--- src/rtl/usb_link_power_ctrl_if.sv ---
// Signal bundle between the line-state monitor / device core and the USB link power controller.
// The slave side is the controller; the master side drives the bus-event flags and consumes the outputs.
interface usb_link_power_ctrl_if;
   logic [1:0] line_state;
   logic       reset_detect;
   logic       suspend_detect;
   logic       resume_detect;
   logic       remote_wake_req;
   logic       remote_wake_en;
   logic [2:0] link_state;
   logic       phy_suspend_n;
   logic       drive_k;
   logic       bus_reset_pulse;
   logic       suspend_irq;
   logic       resume_irq;
   logic       wake_busy;

   modport slave (
      input  line_state, reset_detect, suspend_detect, resume_detect,
             remote_wake_req, remote_wake_en,
      output link_state, phy_suspend_n, drive_k, bus_reset_pulse,
             suspend_irq, resume_irq, wake_busy
   );

   modport master (
      output line_state, reset_detect, suspend_detect, resume_detect,
             remote_wake_req, remote_wake_en,
      input  link_state, phy_suspend_n, drive_k, bus_reset_pulse,
             suspend_irq, resume_irq, wake_busy
   );
endinterface

--- src/rtl/usb_link_power_ctrl.sv ---
// Device-side USB link power-state controller: sequences active, bus reset, suspend,
// remote wakeup and resume, driving SuspendM, the wake K request and core event pulses.
module usb_link_power_ctrl #(
   parameter int CLK_FREQ_MHZ = 60,
   parameter int WAKE_IDLE_US = 5000,
   parameter int WAKE_K_US    = 2000
) (
   input logic                  clk,
   input logic                  rst_n,
   usb_link_power_ctrl_if.slave bus
);

   localparam logic [23:0] WAKE_IDLE_CYC = 24'(CLK_FREQ_MHZ * WAKE_IDLE_US);
   localparam logic [23:0] WAKE_K_CYC    = 24'(CLK_FREQ_MHZ * WAKE_K_US);
   localparam logic [23:0] WAKE_K_LAST   = WAKE_K_CYC - 24'd1;

   typedef enum logic [2:0] {
      ACTIVE     = 3'd0,
      BUS_RESET  = 3'd1,
      SUSPEND    = 3'd2,
      WAKE_WAIT  = 3'd3,
      WAKE_DRIVE = 3'd4,
      RESUME     = 3'd5
   } link_state_e;

   link_state_e state;
   link_state_e state_nxt;
   logic [23:0] cnt;
   logic [23:0] cnt_nxt;
   logic        susp_q;
   logic        susp_rise;
   logic        wake_req;
   logic        phy_suspend_n_q;
   logic        drive_k_q;
   logic        bus_reset_pulse_q;
   logic        suspend_irq_q;
   logic        resume_irq_q;
   logic        wake_busy_q;

   assign susp_rise = bus.suspend_detect & ~susp_q;
   assign wake_req  = bus.remote_wake_req & bus.remote_wake_en;

   always_comb begin
      state_nxt = state;
      cnt_nxt   = cnt;
      if (bus.reset_detect) begin
         state_nxt = BUS_RESET;
      end else begin
         case (state)
            ACTIVE: begin
               if (susp_rise) state_nxt = SUSPEND;
            end
            BUS_RESET: begin
               state_nxt = ACTIVE;
            end
            SUSPEND: begin
               if (bus.resume_detect) begin
                  state_nxt = RESUME;
               end else if (wake_req) begin
                  state_nxt = (cnt >= WAKE_IDLE_CYC) ? WAKE_DRIVE : WAKE_WAIT;
               end else if (cnt < WAKE_IDLE_CYC) begin
                  cnt_nxt = cnt + 24'd1;
               end
            end
            WAKE_WAIT: begin
               if (bus.resume_detect) begin
                  state_nxt = RESUME;
               end else if (cnt >= WAKE_IDLE_CYC) begin
                  state_nxt = WAKE_DRIVE;
               end else begin
                  cnt_nxt = cnt + 24'd1;
               end
            end
            // The host-resume flag here is our own K echoed back, so it is not looked at.
            WAKE_DRIVE: begin
               if (cnt == WAKE_K_LAST) state_nxt = RESUME;
               else                    cnt_nxt   = cnt + 24'd1;
            end
            RESUME: begin
               if (bus.line_state != 2'b10) state_nxt = ACTIVE;
            end
            default: begin
               state_nxt = ACTIVE;
            end
         endcase
      end
      // The idle time already spent in SUSPEND carries into WAKE_WAIT.
      if ((state_nxt != state) && !((state == SUSPEND) && (state_nxt == WAKE_WAIT))) begin
         cnt_nxt = '0;
      end
   end

   always_ff @(posedge clk or negedge rst_n) begin
      if (!rst_n) begin
         state             <= ACTIVE;
         cnt               <= '0;
         susp_q            <= 1'b0;
         phy_suspend_n_q   <= 1'b1;
         drive_k_q         <= 1'b0;
         bus_reset_pulse_q <= 1'b0;
         suspend_irq_q     <= 1'b0;
         resume_irq_q      <= 1'b0;
         wake_busy_q       <= 1'b0;
      end else begin
         state             <= state_nxt;
         cnt               <= cnt_nxt;
         susp_q            <= bus.suspend_detect;
         phy_suspend_n_q   <= !((state_nxt == SUSPEND) || (state_nxt == WAKE_WAIT));
         drive_k_q         <= (state_nxt == WAKE_DRIVE);
         wake_busy_q       <= (state_nxt == WAKE_WAIT) || (state_nxt == WAKE_DRIVE);
         bus_reset_pulse_q <= (state_nxt == BUS_RESET) && (state != BUS_RESET);
         suspend_irq_q     <= (state_nxt == SUSPEND) && (state != SUSPEND);
         resume_irq_q      <= (state_nxt == RESUME) && (state != RESUME);
      end
   end

   assign bus.link_state      = state;
   assign bus.phy_suspend_n   = phy_suspend_n_q;
   assign bus.drive_k         = drive_k_q;
   assign bus.wake_busy       = wake_busy_q;
   assign bus.bus_reset_pulse = bus_reset_pulse_q;
   assign bus.suspend_irq     = suspend_irq_q;
   assign bus.resume_irq      = resume_irq_q;

endmodule

--- src/flat_wrapper.sv ---
// flat-port wrapper written by rule: the top's interface ports become plain ports
module usb_link_power_ctrl_flat 
#(
   parameter int CLK_FREQ_MHZ = 60,
   parameter int WAKE_IDLE_US = 5000,
   parameter int WAKE_K_US    = 2000
)
  (clk, rst_n, bus_line_state, bus_reset_detect, bus_suspend_detect, bus_resume_detect, bus_remote_wake_req, bus_remote_wake_en, bus_link_state, bus_phy_suspend_n, bus_drive_k, bus_bus_reset_pulse, bus_suspend_irq, bus_resume_irq, bus_wake_busy);
  usb_link_power_ctrl_if bus_i ();
  input logic clk;
  input logic rst_n;
  input wire logic [$bits(bus_i.line_state)-1:0] bus_line_state;
  input wire logic [$bits(bus_i.reset_detect)-1:0] bus_reset_detect;
  input wire logic [$bits(bus_i.suspend_detect)-1:0] bus_suspend_detect;
  input wire logic [$bits(bus_i.resume_detect)-1:0] bus_resume_detect;
  input wire logic [$bits(bus_i.remote_wake_req)-1:0] bus_remote_wake_req;
  input wire logic [$bits(bus_i.remote_wake_en)-1:0] bus_remote_wake_en;
  output wire logic [$bits(bus_i.link_state)-1:0] bus_link_state;
  output wire logic [$bits(bus_i.phy_suspend_n)-1:0] bus_phy_suspend_n;
  output wire logic [$bits(bus_i.drive_k)-1:0] bus_drive_k;
  output wire logic [$bits(bus_i.bus_reset_pulse)-1:0] bus_bus_reset_pulse;
  output wire logic [$bits(bus_i.suspend_irq)-1:0] bus_suspend_irq;
  output wire logic [$bits(bus_i.resume_irq)-1:0] bus_resume_irq;
  output wire logic [$bits(bus_i.wake_busy)-1:0] bus_wake_busy;
  assign bus_i.line_state = bus_line_state;
  assign bus_i.reset_detect = bus_reset_detect;
  assign bus_i.suspend_detect = bus_suspend_detect;
  assign bus_i.resume_detect = bus_resume_detect;
  assign bus_i.remote_wake_req = bus_remote_wake_req;
  assign bus_i.remote_wake_en = bus_remote_wake_en;
  assign bus_link_state = bus_i.link_state;
  assign bus_phy_suspend_n = bus_i.phy_suspend_n;
  assign bus_drive_k = bus_i.drive_k;
  assign bus_bus_reset_pulse = bus_i.bus_reset_pulse;
  assign bus_suspend_irq = bus_i.suspend_irq;
  assign bus_resume_irq = bus_i.resume_irq;
  assign bus_wake_busy = bus_i.wake_busy;
  usb_link_power_ctrl #(.CLK_FREQ_MHZ(CLK_FREQ_MHZ), .WAKE_IDLE_US(WAKE_IDLE_US), .WAKE_K_US(WAKE_K_US)) u_core (.clk(clk), .rst_n(rst_n), .bus(bus_i));
endmodule
--- config.mk ---
export PLATFORM = sky130hd
export DESIGN_NAME = usb_link_power_ctrl_flat
export DESIGN_NICKNAME = d
export VERILOG_FILES = /design/src/rtl/usb_link_power_ctrl_if.sv /design/src/rtl/usb_link_power_ctrl.sv /design/src/flat_wrapper.sv
export SDC_FILE = /design/constraint.sdc
export NUM_CORES = 1
export LEC_CHECK = 0
export ABC_AREA = 1
export ABC_CLOCK_PERIOD_IN_PS = 2900
export CAP_MARGIN = 20
export CORE_MARGIN = 2
export CORE_UTILIZATION = 50
export CTS_CLUSTER_DIAMETER = 40
export DETAILED_ROUTE_END_ITERATION = 8
export PLACE_DENSITY = 0.79
export SLEW_MARGIN = 25
export SYNTH_ARGS = -nofsm -noshare
export SYNTH_HDL_FRONTEND = slang
export SYNTH_SLANG_ARGS = --single-unit
--- constraint.sdc ---
create_clock -name clk -period 2.9 [get_ports clk]
set_input_delay 0.58 -clock clk [delete_from_list [all_inputs] [get_ports clk]]
set_output_delay 0.58 -clock clk [all_outputs]
set_load 0.005 [all_outputs]
Word-level counts from Yosys, hierarchy flattened

Index checks and enable logic that the tools add are counted.
Widths: inputs -> output; s select.

Bits in registers: 34
Output and inout port bits: 9
Input port bits: 9
Logic and storage cells: 68

Equal/unequal tests: 22
$lt $le $gt $ge: 2
Reductions and logical operators: 12
Mux-type cells: 19
$add $sub $neg: 1
Bitwise logic cells: 3

Operators by type and width:

| operator              | count |
|---|---|
| $mux 24               | 8 |
| $pmux 24 s3           | 1 |
| $mux 3                | 9 |
| $add 24x1->24 const B | 1 |
| $eq 24x17->1 const B  | 1 |
| $ge 24x19->1 const B  | 1 |
| $lt 24x19->1 const B  | 1 |
| $ne 3x3->1 const B    | 5 |
| $pmux 3 s5            | 1 |
| $eq 3x2->1 const B    | 4 |
| $eq 3x3->1 const B    | 4 |
| $ne 3x2->1 const B    | 3 |
| $reduce_and 8->1      | 1 |
| $logic_and 1x1->1     | 5 |
| $reduce_bool 4->1     | 1 |
| $eq 3x1->1 const B    | 1 |
| $logic_not 3->1       | 1 |
| $ne 3x1->1 const B    | 1 |
| $ne 3x3->1            | 1 |
| $and 1x1->1           | 2 |
| $logic_not 1->1       | 2 |
| $logic_or 1x1->1      | 2 |
| $ne 2x1->1 const B    | 1 |
| $ne 2x2->1 const B    | 1 |
| $not 1->1             | 1 |

Logic depth before layout (Yosys ltp)

Gate-level depths: netlist of run 1.

Depth in word-level cells: 12
Mapped depth: 19

Worst setup path before layout of run 1

OpenSTA, ideal clock, no wires.

Path type: register -> register
From: register u_core.cnt[0]
To: register u_core.cnt[18]
Arrival: 1915 ps
Stages on the path, launching flop included: 16
Slack: 868 ps
Data required time: 2782 ps
Cell sequence: dfrtp_1 -> ha_1 -> nand3_1 -> nor2_1 -> nand4_1 -> nand2_1 -> a21oi_4 -> nand3_4 -> nand2_2 -> nand2_1 -> nand2_1 -> nand2_2 -> buf_6 -> buf_12 -> nand3_1 -> nand2_1

Longest elaborated chain between the ends: 12

Ends and longest elaborated chain:

| element                                            | RTL line                                             | source |
|---|---|---|
| start: declaration                                 | usb_link_power_ctrl.sv:28                            | `logic [23:0] cnt;` |
| start signal: assignment                           | usb_link_power_ctrl.sv:106                           | `cnt <= cnt_nxt;` |
| $ge 24x19->1                                       | usb_link_power_ctrl.sv:60, usb_link_power_ctrl.sv:68 |  |
| $mux 3                                             | usb_link_power_ctrl.sv:60                            | `state_nxt = (cnt >= WAKE_IDLE_CYC) ? WAKE_DRIVE : WAKE_WAIT;` |
| $mux 3                                             | usb_link_power_ctrl.sv:59                            | `end else if (wake_req) begin` |
| $mux 3                                             | usb_link_power_ctrl.sv:57                            | `if (bus.resume_detect) begin` |
| $pmux 3 s5 (*)                                     | usb_link_power_ctrl.sv:49                            | `case (state)` |
| $mux 3 (*)                                         | usb_link_power_ctrl.sv:46                            | `if (bus.reset_detect) begin` |
| net u_core.state_nxt[0]                            | usb_link_power_ctrl.sv:27                            | `link_state_e state_nxt;` |
| $eq 3x2->1                                         | usb_link_power_ctrl.sv:88                            | `if ((state_nxt != state) && !((state == SUSPEND) && (state_nxt == WAKE_WAIT))) begin` |
| $logic_and 1x1->1                                  | usb_link_power_ctrl.sv:88                            |  |
| $logic_not 1->1                                    | usb_link_power_ctrl.sv:88                            |  |
| $logic_and 1x1->1 (*)                              | usb_link_power_ctrl.sv:88                            |  |
| $ne 3x3->1 (no line), or another cell as far along | n/a                                                  |  |
| $reduce_and 8->1 (no line)                         | n/a                                                  |  |

Mark *: on every way through the listed nets, which the timed path passes. The rest lies on a longest branch. The select of a mux whose other input is x is not followed.
A chain may end at the register's enable or synchronous reset.

Final worst setup path of run 1

From: register u_core.cnt[1]
To: register u_core.cnt[16]

Same word-level chain as after synthesis.

==> results of run 1 <==
tightest hold or removal path, delay by kind of cell, from the launching register on:
family           cells  cell delay (ns)
DFF                  1             0.39
and+or+nand+nor      2             0.13
sequential cells by signal, indices dropped and copies added (netlist names):
signal	count
u_core.bus.suspend_irq	1
u_core.susp_q	1
u_core.bus.wake_busy	1
u_core.bus.resume_irq	1
u_core.bus.drive_k	1
u_core.bus.phy_suspend_n	1
u_core.bus.bus_reset_pulse	1
u_core.cnt	24
u_core.bus.link_state	3
layer usage:
metal	wire length [um]	GRT usage, %
met4	85	8.97
met5	0	0
met2	2170	33.6
met1	2130	27.0
met3	239	4.33
worst paths after layout:
| check | slack, ns | end | start |
|---|---|---|---|
| max | 0.48 | u_core.cnt[16] | u_core.cnt[1] |
| max reg2reg | 0.48 | u_core.cnt[16] | u_core.cnt[1] |
| max in group asynchronous | 1.86 | u_core.bus.phy_suspend_n | rst_n |
| min reg2reg | 0.54 | u_core.cnt[22] | u_core.cnt[22] |
| min in group asynchronous | 0.70 | u_core.cnt[6] | rst_n |
| min | 0.54 | u_core.cnt[22] | u_core.cnt[22] |
Yosys cell counts, drive strengths merged:
library cell,count
nand2,67
nor2,53
inv,39
nand3,35
dfrtp,33
xor2,17
nand4,11
nor3,8
buf,5
o21ai,5
xnor2,5
a21oi,4
nor4,3
ha,2
nand3b,2
clkbuf,1
dfstp,1
o211ai,1
o31ai,1
final cells by class:
type / instances / area [um2]
clock buffers: 7 / 86.3
clock inverters: 1 / 5.00
fillers: 406 / 1790
inverters: 39 / 146
multi-input cells: 214 / 1150
flip-flops and latches: 34 / 852
well taps: 52 / 65.1
repair buffers: 21 / 200
per-stage QoR:
step	instance area [um2]	total power, mW	hold slack, ns	setup slack [ns]
after CTS	2500	0.946	0.542	0.467
after global placement	2410	0.582	0.529	0.583
after global routing	2500	0.970	0.571	0.251
after detailed placement	2410	0.584	0.529	0.489
final	2500	0.932	0.545	0.480
after floorplan	2200	0.551	0.284	0.868
report_power, final:
part	switching, mW	internal, mW
Clock	0.166	0.191
Combinational	0.0554	0.0333
Sequential	0.00477	0.480
logic make-up (layout without fill, tap and decap cells):
group,after synthesis,after routing,synth area share (%)
AOI/OAI and AO/OA,11,11,3.24
DFF,34,34,38.8
adders and majority gates,2,2,1.14
and+or+nand+nor,179,179,39.0
xor gates and xnor gates,22,22,8.76
buffers and inverters,45,68,9.05
==> flow_summary.toml, run 1 <==
[global_routing]
grt_overflow_total = 0
grt_max_degree = 35
grt_usage_pct = 20.9
grt_pass1_vias = 1870
grt_pass1_wl_um = 8310
antenna_found_initial = 0

[critical_path]
crit_chain = "ha_1 -> nand3_1 -> nor2_1 -> nand4_1 -> nand2_1 -> a21oi_4 -> nand3_4 -> nand2_2 -> nand2_1 -> nand2_1 -> nand2_2 -> buf_4 -> nand3_1 -> nand2_1"
cp_num_cells = 14
cp_data_required_time_ns = 3.12
path_class = "reg -> reg"
path_buf_inv = 1
startpoint_type = "flop"
cp_top_family = "simple AND/OR/NAND/NOR gates"
r2r_cells = 14
critPathMostFrequentCell = "nand2_1"
cp_slowest_cell = "dfrtp_1"
cp.arrival_ns = 2.64
worst_setup_path_end_kind = "flop"
worstPathMaxFanout = 19
slowest_delay_ns = 0.41

[drt]
drt_pass1_iterations = 4
dr.first_iter.drc_count = 152
drc = 0
antenna_left = 0
routed_wl_um = 4620
vias = 1914
wire_per_inst_um = 12.6
vias_per_cell = 5.20

[clocking]
tritoncts = "built"
htreeDepth = 2
cts_hold_buffers = 0
cts_sinks = 34
post_cts_buffers = 0
numCtsBuffers = 5
clkLatencyLatePin_ns = 0.29
root_buffer = "clkbuf_8"
clk_path_buf_depth = 2
clk_pin_slew_ns = 0.06
cts_resized = 0

[timing]
max-slew-margin-rel_pct = 64.1
setup_viol = 0
hold_viol = 0
max_slew.worst_pin.slew_ns = 0.534
finalMaxSlewViolations = 0
setup-tns-final_ns = 0
rsz0062_at_grt = "false"
fin_crit_ns = 2.42
fmax_mhz = 413
clock_skew_ns = 0.00739
finalCritPeriodShare_pct = 83.4

[place]
placedCellCount = 360
gp_congestion = 0.931
dp_hpwl_um = 3490
portBuffers = 17

[synth]
yosysTopAreaCellShare_pct = 37.6
synth_cell_types = 28
synthesis.area_mm2 = 0.00220
yosys-top-cells-area = "dfrtp_1 38%, nand2_1 11%, nor2_1 8.4%"
syn-num-nets = 304
ys_ff_latch = 34
netlist_instances = 293
synth_area_per_cell_um2 = 7.50
yosysSeqAreaShare_pct = 38.8
synth_top_area_cell = "dfrtp_1"
ys_warn_count = 0

[layout]
num_antenna_cells = 0
final_nets = 326
final_common_cell = "nand2_1"
syn_to_final_growth_pct = 13.8
drive_gt1_share_pct = 11.7
layout.cells.non_filler = 368
layout_common_cells = "62 x nand2_1, 49 x nor2_1, 36 x inv_1"
post-route-util_pct = 58.3

[worst_hold_path]
hold_class = "reg -> reg"
hold_depth = 2

[power_and_ir_drop]
leakagePower_nw = 1.18
pwr_density_cell_mw_per_mm2 = 372
irDropWorstVdd_mv = 0.175

[floorplan]
core_mm2 = 0.00429
initial_core_util_pct = 51.2
die-area_mm2 = 0.00494
num_io_pins = 18
die_y_um = 70.3
rows = 24
die_w_um = 70.3

[outcome]
outcome = "finished, final reports clean"

[job]
maxCapViolCount = 0
Power figures use the tool's default switching activity.
==> run 2: changes to the inputs <==
--- a/config.mk
+++ b/config.mk
@@ -6,13 +6,13 @@
 export NUM_CORES = 1
 export LEC_CHECK = 0
 export ABC_AREA = 1
-export ABC_CLOCK_PERIOD_IN_PS = 2900
+export ABC_CLOCK_PERIOD_IN_PS = 2000
 export CAP_MARGIN = 20
 export CORE_MARGIN = 2
 export CORE_UTILIZATION = 50
 export CTS_CLUSTER_DIAMETER = 40
 export DETAILED_ROUTE_END_ITERATION = 8
-export PLACE_DENSITY = 0.79
+export PLACE_DENSITY = 0.82
 export SLEW_MARGIN = 25
 export SYNTH_ARGS = -nofsm -noshare
 export SYNTH_HDL_FRONTEND = slang
==> constraint.sdc (replaced) <==
create_clock -name clk -period 2 [get_ports clk]
set_input_delay 0.4 -clock clk [delete_from_list [all_inputs] [get_ports clk]]
set_output_delay 0.4 -clock clk [all_outputs]
set_load 0.005 [all_outputs]
==> run 2 against run 1 <==
Net effect: sequential power increased by 44%; worst hold slack got worse by 0.034 ns; via count increased by 18%; count of clock-buffer cells in the layout unchanged; routed wire length increased by 37%; the flow now finishes with violations (negative setup slack); first-iteration DRC count increased by 45%; setup slack got worse by 0.68 ns.
==> flow_summary.toml, run 2 (synthesized netlist as in run 1, its figures left out) <==
[critical_path]
cp_data_required_time_ns = 2.19
regToRegStartpoint = "u_core.cnt[20]"
startpoint_type = "flop"
r2r_cells = 15
worst_setup_path_end_kind = "flop"
path_class = "reg -> reg"
r2r_setup_slack_ns = -0.20
cp.arrival_ns = 2.38
reg2reg_to = "u_core.cnt[4]"
worstPathMaxFanout = 9

[timing]
max-slew-margin-rel_pct = 70.4
hold_ws_ns = 0.511
fmax_mhz = 455
fin_crit_ns = 2.20
setup-tns-final_ns = -3.47
hold_viol = 0
setup_viol = 24
timing.final.ws_setup_ns = -0.199
finalMaxSlewViolations = 0
clock_skew_ns = 0.00281
finalCritPeriodShare_pct = 110
rsz0062_at_grt = "true"
max_slew.worst_pin.slew_ns = 0.440

[drt]
routed_wl_um = 6320
wire_per_inst_um = 15.2
drc = 0
antenna_left = 0
vias_per_cell = 5.47
drt_pass1_iterations = 6
dr.first_iter.drc_count = 220
vias = 2268

[floorplan]
num_io_pins = 18
die_w_um = 70.3
die-area_mm2 = 0.00494
initial_core_util_pct = 51.2
core_mm2 = 0.00429
rows = 24
die_y_um = 70.3

[place]
portBuffers = 17
gp_congestion = 0.925
post_dp_cell_area_mm2 = 0.00271
dp_hpwl_um = 3950

[clocking]
clk_path_buf_depth = 2
numCtsBuffers = 5
htreeDepth = 2
clkLatencyLatePin_ns = 0.29
root_buffer = "clkbuf_8"
clk_pin_slew_ns = 0.07
cts_sinks = 34
cts_hold_buffers = 0
tritoncts = "built"

[layout]
largest_register_ffs = 24
syn_to_final_growth_pct = 41.0
drive_gt1_share_pct = 35.0
layout_common_cells = "49 x nand2_1, 46 x buf_4, 39 x nor2_1"
final_nets = 373
finalInstanceArea_mm2 = 0.00310
num_antenna_cells = 0
final_common_cell = "nand2_1"
top_register = "u_core.cnt"

[power_and_ir_drop]
irDropWorstVdd_mv = 0.374
total_power_mw = 1.46
leakagePower_nw = 1.47
pwr_density_cell_mw_per_mm2 = 472

[worst_hold_path]
hold_class = "in -> async"

[global_routing]
grt_pass1_wl_um = 9270
grt_usage_pct = 23.4
grt_max_degree = 35
grt_pass1_vias = 2051
grt_overflow_total = 0
antenna_found_initial = 0

[outcome]
outcome = "complete, but fails checks"
violations = "negative setup slack"

[job]
maxCapViolCount = 0
[run 2: changes by cell type in the layout (fill, tap and decap cells not counted), moves of 4 or more]
cell     before  now
buf_4         4   46
inv_1        36   30
inv_2         3    8
nand2_1      62   49
nand2_2       5   14
nand3_1      23   17
nand3_2      11   15
nor2_1       49   39
nor2_2        4   11
[run 2: worst max-delay path by stage]
stage                      startpoint             end  slack [ns]  cells after the start
floorplan               u_core.cnt[0]  u_core.cnt[18]        0.03                     15
global placement    bus_resume_detect  u_core.cnt[13]       -0.11                      9
detailed placement  bus_resume_detect  u_core.cnt[13]       -0.14                      9
CTS                    u_core.cnt[22]   u_core.cnt[6]       0.001                     17
global route           u_core.cnt[20]  u_core.cnt[10]       -0.29                     17
finish                 u_core.cnt[20]   u_core.cnt[4]       -0.20                     15
[run 2: metrics by stage]
step | util (%) | cells | worst slack (ns)
2_1_floorplan | - | 293 | 0.0258
3_3_place_gp | 63.2 | 398 | -0.108
3_5_place_dp | 63.2 | 398 | -0.136
4_1_cts | 66.2 | 408 | 0.00116
5_1_grt | 72.2 | 415 | -0.293
6_report | 72.2 | 415 | -0.199
[run 2: power by group]
group	internal (mW)	total, mW	leakage, nW	switching (mW)
combinational	0.103	0.229	0.963	0.126
sequential	0.696	0.700	0.460	0.00431
clock	0.278	0.533	0.0482	0.256
[run 2: metal layers]
metal  up-vias  part of all wire (%)  track usage [%]
met2       120                    49             38.5
met4         0                   4.3             7.69
met3        33                   5.9             4.91
li1       1073                     -                -
met1      1042                    41             30.7
met5         -                     0                0
[run 2: layout make-up]
class | count | area [um2]
clock buffers | 7 | 86.3
repair buffers | 67 | 597
well taps | 52 | 65.1
fillers | 299 | 1190
flip-flops and latches | 34 | 856
inverters | 39 | 154
repair inverters | 1 | 8.76
clock inverters | 1 | 5.00
multi-input cells | 214 | 1330
[run 2: repair_timing]
| action | 4_1_cts | 5_1_grt |
|---|---|---|
| gates cloned | 0 | 3 |
| resized for setup | 7 | 56 |
| buffers inserted | 2 | 5 |
| endpoints found under the setup margin | 24 | 24 |
| pin swaps | 3 | 10 |
[run 2: critical path, stage by stage (launching register included)]
cell and delay, ns:
dfrtp_1 0.42, nor2_1 0.16, nand2_2 0.12, nor2_4 0.16
nand3_2 0.11, nand3_4 0.13, nand2_2 0.08, nand2_2 0.07
nand2_2 0.06, nand2_2 0.09, nand3_4 0.08, nand3_1 0.18
nand2_8 0.12, clkbuf_16 0.19, nand3_1 0.06, nand2_1 0.05
==> run 3: changes to the inputs <==
--- a/config.mk
+++ b/config.mk
@@ -12,7 +12,9 @@
 export CORE_UTILIZATION = 50
 export CTS_CLUSTER_DIAMETER = 40
 export DETAILED_ROUTE_END_ITERATION = 8
+export GPL_ROUTABILITY_DRIVEN = 0
 export PLACE_DENSITY = 0.82
+export SKIP_LAST_GASP = 1
 export SLEW_MARGIN = 25
 export SYNTH_ARGS = -nofsm -noshare
 export SYNTH_HDL_FRONTEND = slang
==> run 3 against run 2 <==
Net effect: the flow still finishes with violations (negative setup slack); sequential share of layout area up 0.78 points; global-route usage up 0.65 points; die area unchanged; clock skew up 0.0069 ns; setup slack worse by 0.087 ns; register-to-register slack worse by 0.09 ns; final area down 3.2%; via count up 3.2%; first-iteration DRC count up 42%; routed wire length up 1.2%; sequential cell count unchanged; critical endpoint is now u_core.cnt[10].
==> flow_summary.toml, run 3 (synthesized netlist as in run 1, its figures left out) <==
[outcome]
outcome = "complete, but fails checks"
violations = "negative setup slack"

[critical_path]
r2r_setup_slack_ns = -0.29
path_buf_inv = 2
crit_chain = "o21ai_0 -> nand2_1 -> nand2_2 -> nand3_4 -> buf_4 -> a21oi_1 -> nand2_1 -> a21oi_2 -> nor2_2 -> nand2_2 -> nand2_4 -> clkbuf_16 -> nand3_1 -> nand2_1"
r2r_cells = 14
regToRegStartpoint = "u_core.cnt[14]"
worstPathMaxFanout = 5
path_class = "reg -> reg"
startpoint_type = "flop"
worst_setup_path_end_kind = "flop"
cp_slowest_cell = "dfrtp_1"
cp_data_required_time_ns = 2.19
critPathMostFrequentCell = "nand2_1"
cp_top_family = "simple AND/OR/NAND/NOR gates"
cp_num_cells = 14
crit_end = "u_core.cnt[10]"
slowest_delay_ns = 0.48
cp-startpoint = "u_core.cnt[14]"
reg2reg_to = "u_core.cnt[10]"
cp.arrival_ns = 2.48

[global_routing]
grt_pass1_wl_um = 9470
grt_max_degree = 35
grt_overflow_total = 0
grt_pass1_vias = 2131
grt_usage_pct = 24.1
antenna_found_initial = 0

[layout]
final_common_cell = "nand2_1"
syn_to_final_growth_pct = 36.5
final_nets = 371
num-fill-cells = 317
drive_gt1_share_pct = 30.2
largest_register_ffs = 24
finalInstanceArea_mm2 = 0.00300
num_antenna_cells = 0
layout_common_cells = "53 x nand2_1, 45 x buf_4, 42 x nor2_1"
top_register = "u_core.cnt"

[place]
post_dp_cell_area_mm2 = 0.00270
dp_hpwl_um = 3990
portBuffers = 17

[timing]
finalMaxSlewViolations = 0
clock_skew_ns = 0.00974
max_slew.worst_pin.slew_ns = 0.618
finalCritPeriodShare_pct = 114
fmax_mhz = 437
setup_viol = 24
max-slew-margin-rel_pct = 58.5
setup-tns-final_ns = -5.54
hold_viol = 0
rsz0062_at_grt = "true"
fin_crit_ns = 2.29
timing.final.ws_setup_ns = -0.287

[power_and_ir_drop]
irDropWorstVdd_mv = 0.441
leakagePower_nw = 1.43
pwr_density_cell_mw_per_mm2 = 482

[job]
maxCapViolCount = 0

[floorplan]
core_mm2 = 0.00429
die_w_um = 70.3
initial_core_util_pct = 51.2
die_y_um = 70.3
num_io_pins = 18
rows = 24
die-area_mm2 = 0.00494

[drt]
antenna_left = 0
vias_per_cell = 5.67
drc = 0
wire_per_inst_um = 15.5
drt_pass1_iterations = 6
vias = 2340
dr.first_iter.drc_count = 313
routed_wl_um = 6390

[clocking]
root_buffer = "clkbuf_8"
cts_hold_buffers = 0
cts_sinks = 34
tritoncts = "built"
clk_path_buf_depth = 2
clkLatencyLatePin_ns = 0.30
htreeDepth = 2
numCtsBuffers = 5
clk_pin_slew_ns = 0.07

[worst_hold_path]
hold_class = "in -> async"
-- run 3: final cells by class --
class	count	area, um2	area share [%]
Multi-Input combinational cell	214	1250	41.8
Sequential cell	34	852	28.4
Clock inverter	1	5.00	0.167
Inverter	39	149	4.96
Timing Repair Buffer	66	589	19.6
Clock buffer	7	86.3	2.88
Tap cell	52	65.1	2.17
-- run 3: worst min path at each step --
stage,startpoint,endpoint,slack [ns],cells past startpoint
after floorplan,rst_n,u_core.bus.bus_reset_pulse,0.10,0
after global placement,u_core.bus.link_state[1],u_core.bus.bus_reset_pulse,0.52,2
after detailed placement,u_core.bus.link_state[1],u_core.bus.bus_reset_pulse,0.53,2
after CTS,rst_n,u_core.cnt[1],0.54,2
after global routing,rst_n,u_core.cnt[3],0.57,2
final,rst_n,u_core.cnt[12],0.52,2
-- run 3: per-stage QoR --
step	hold WS (ns)	util (%)	cells	worst slack, ns	power (mW)
2_1_floorplan	0.104	-	293	0.0258	0.799
3_3_place_gp	0.517	62.8	396	-0.147	0.870
3_5_place_dp	0.529	62.8	396	-0.176	0.873
4_1_cts	0.541	65.6	405	-0.0575	1.40
5_1_grt	0.566	69.9	413	-0.294	1.49
6_report	0.517	69.9	413	-0.287	1.45
-- run 3: per-layer routing --
metal  vias to the layer above  GRT usage, %  wire length [um]
met1                      1084          29.7              2480
met4                         0          11.5               323
met2                       145          40.1              3060
li1                       1066             -                 -
met3                        45          4.76               525
met5                         -             0                 0
-- run 3: repair_timing --
item,CTS,global route
setup buffers,1,5
cloned,0,3
gates resized for setup,4,31
pin swaps,1,15
setup endpoints to repair,24,25
-- run 3: worst reg2reg max path: stages, from the launching register on --
cell       delay, ns
dfrtp_1         0.48
o21ai_0         0.29
nand2_1         0.13
nand2_2         0.10
nand3_4         0.09
buf_4           0.16
a21oi_1         0.11
nand2_1         0.10
a21oi_2         0.16
nor2_2          0.06
nand2_2         0.08
nand2_4         0.11
clkbuf_16       0.18
nand3_1         0.07
nand2_1         0.06
-- run 3: power breakdown --
part	total, mW	switching, mW	leakage (nW)	internal [mW]
Sequential	0.700	0.00424	0.465	0.696
Clock	0.536	0.259	0.0482	0.278
Combinational	0.210	0.111	0.917	0.0990
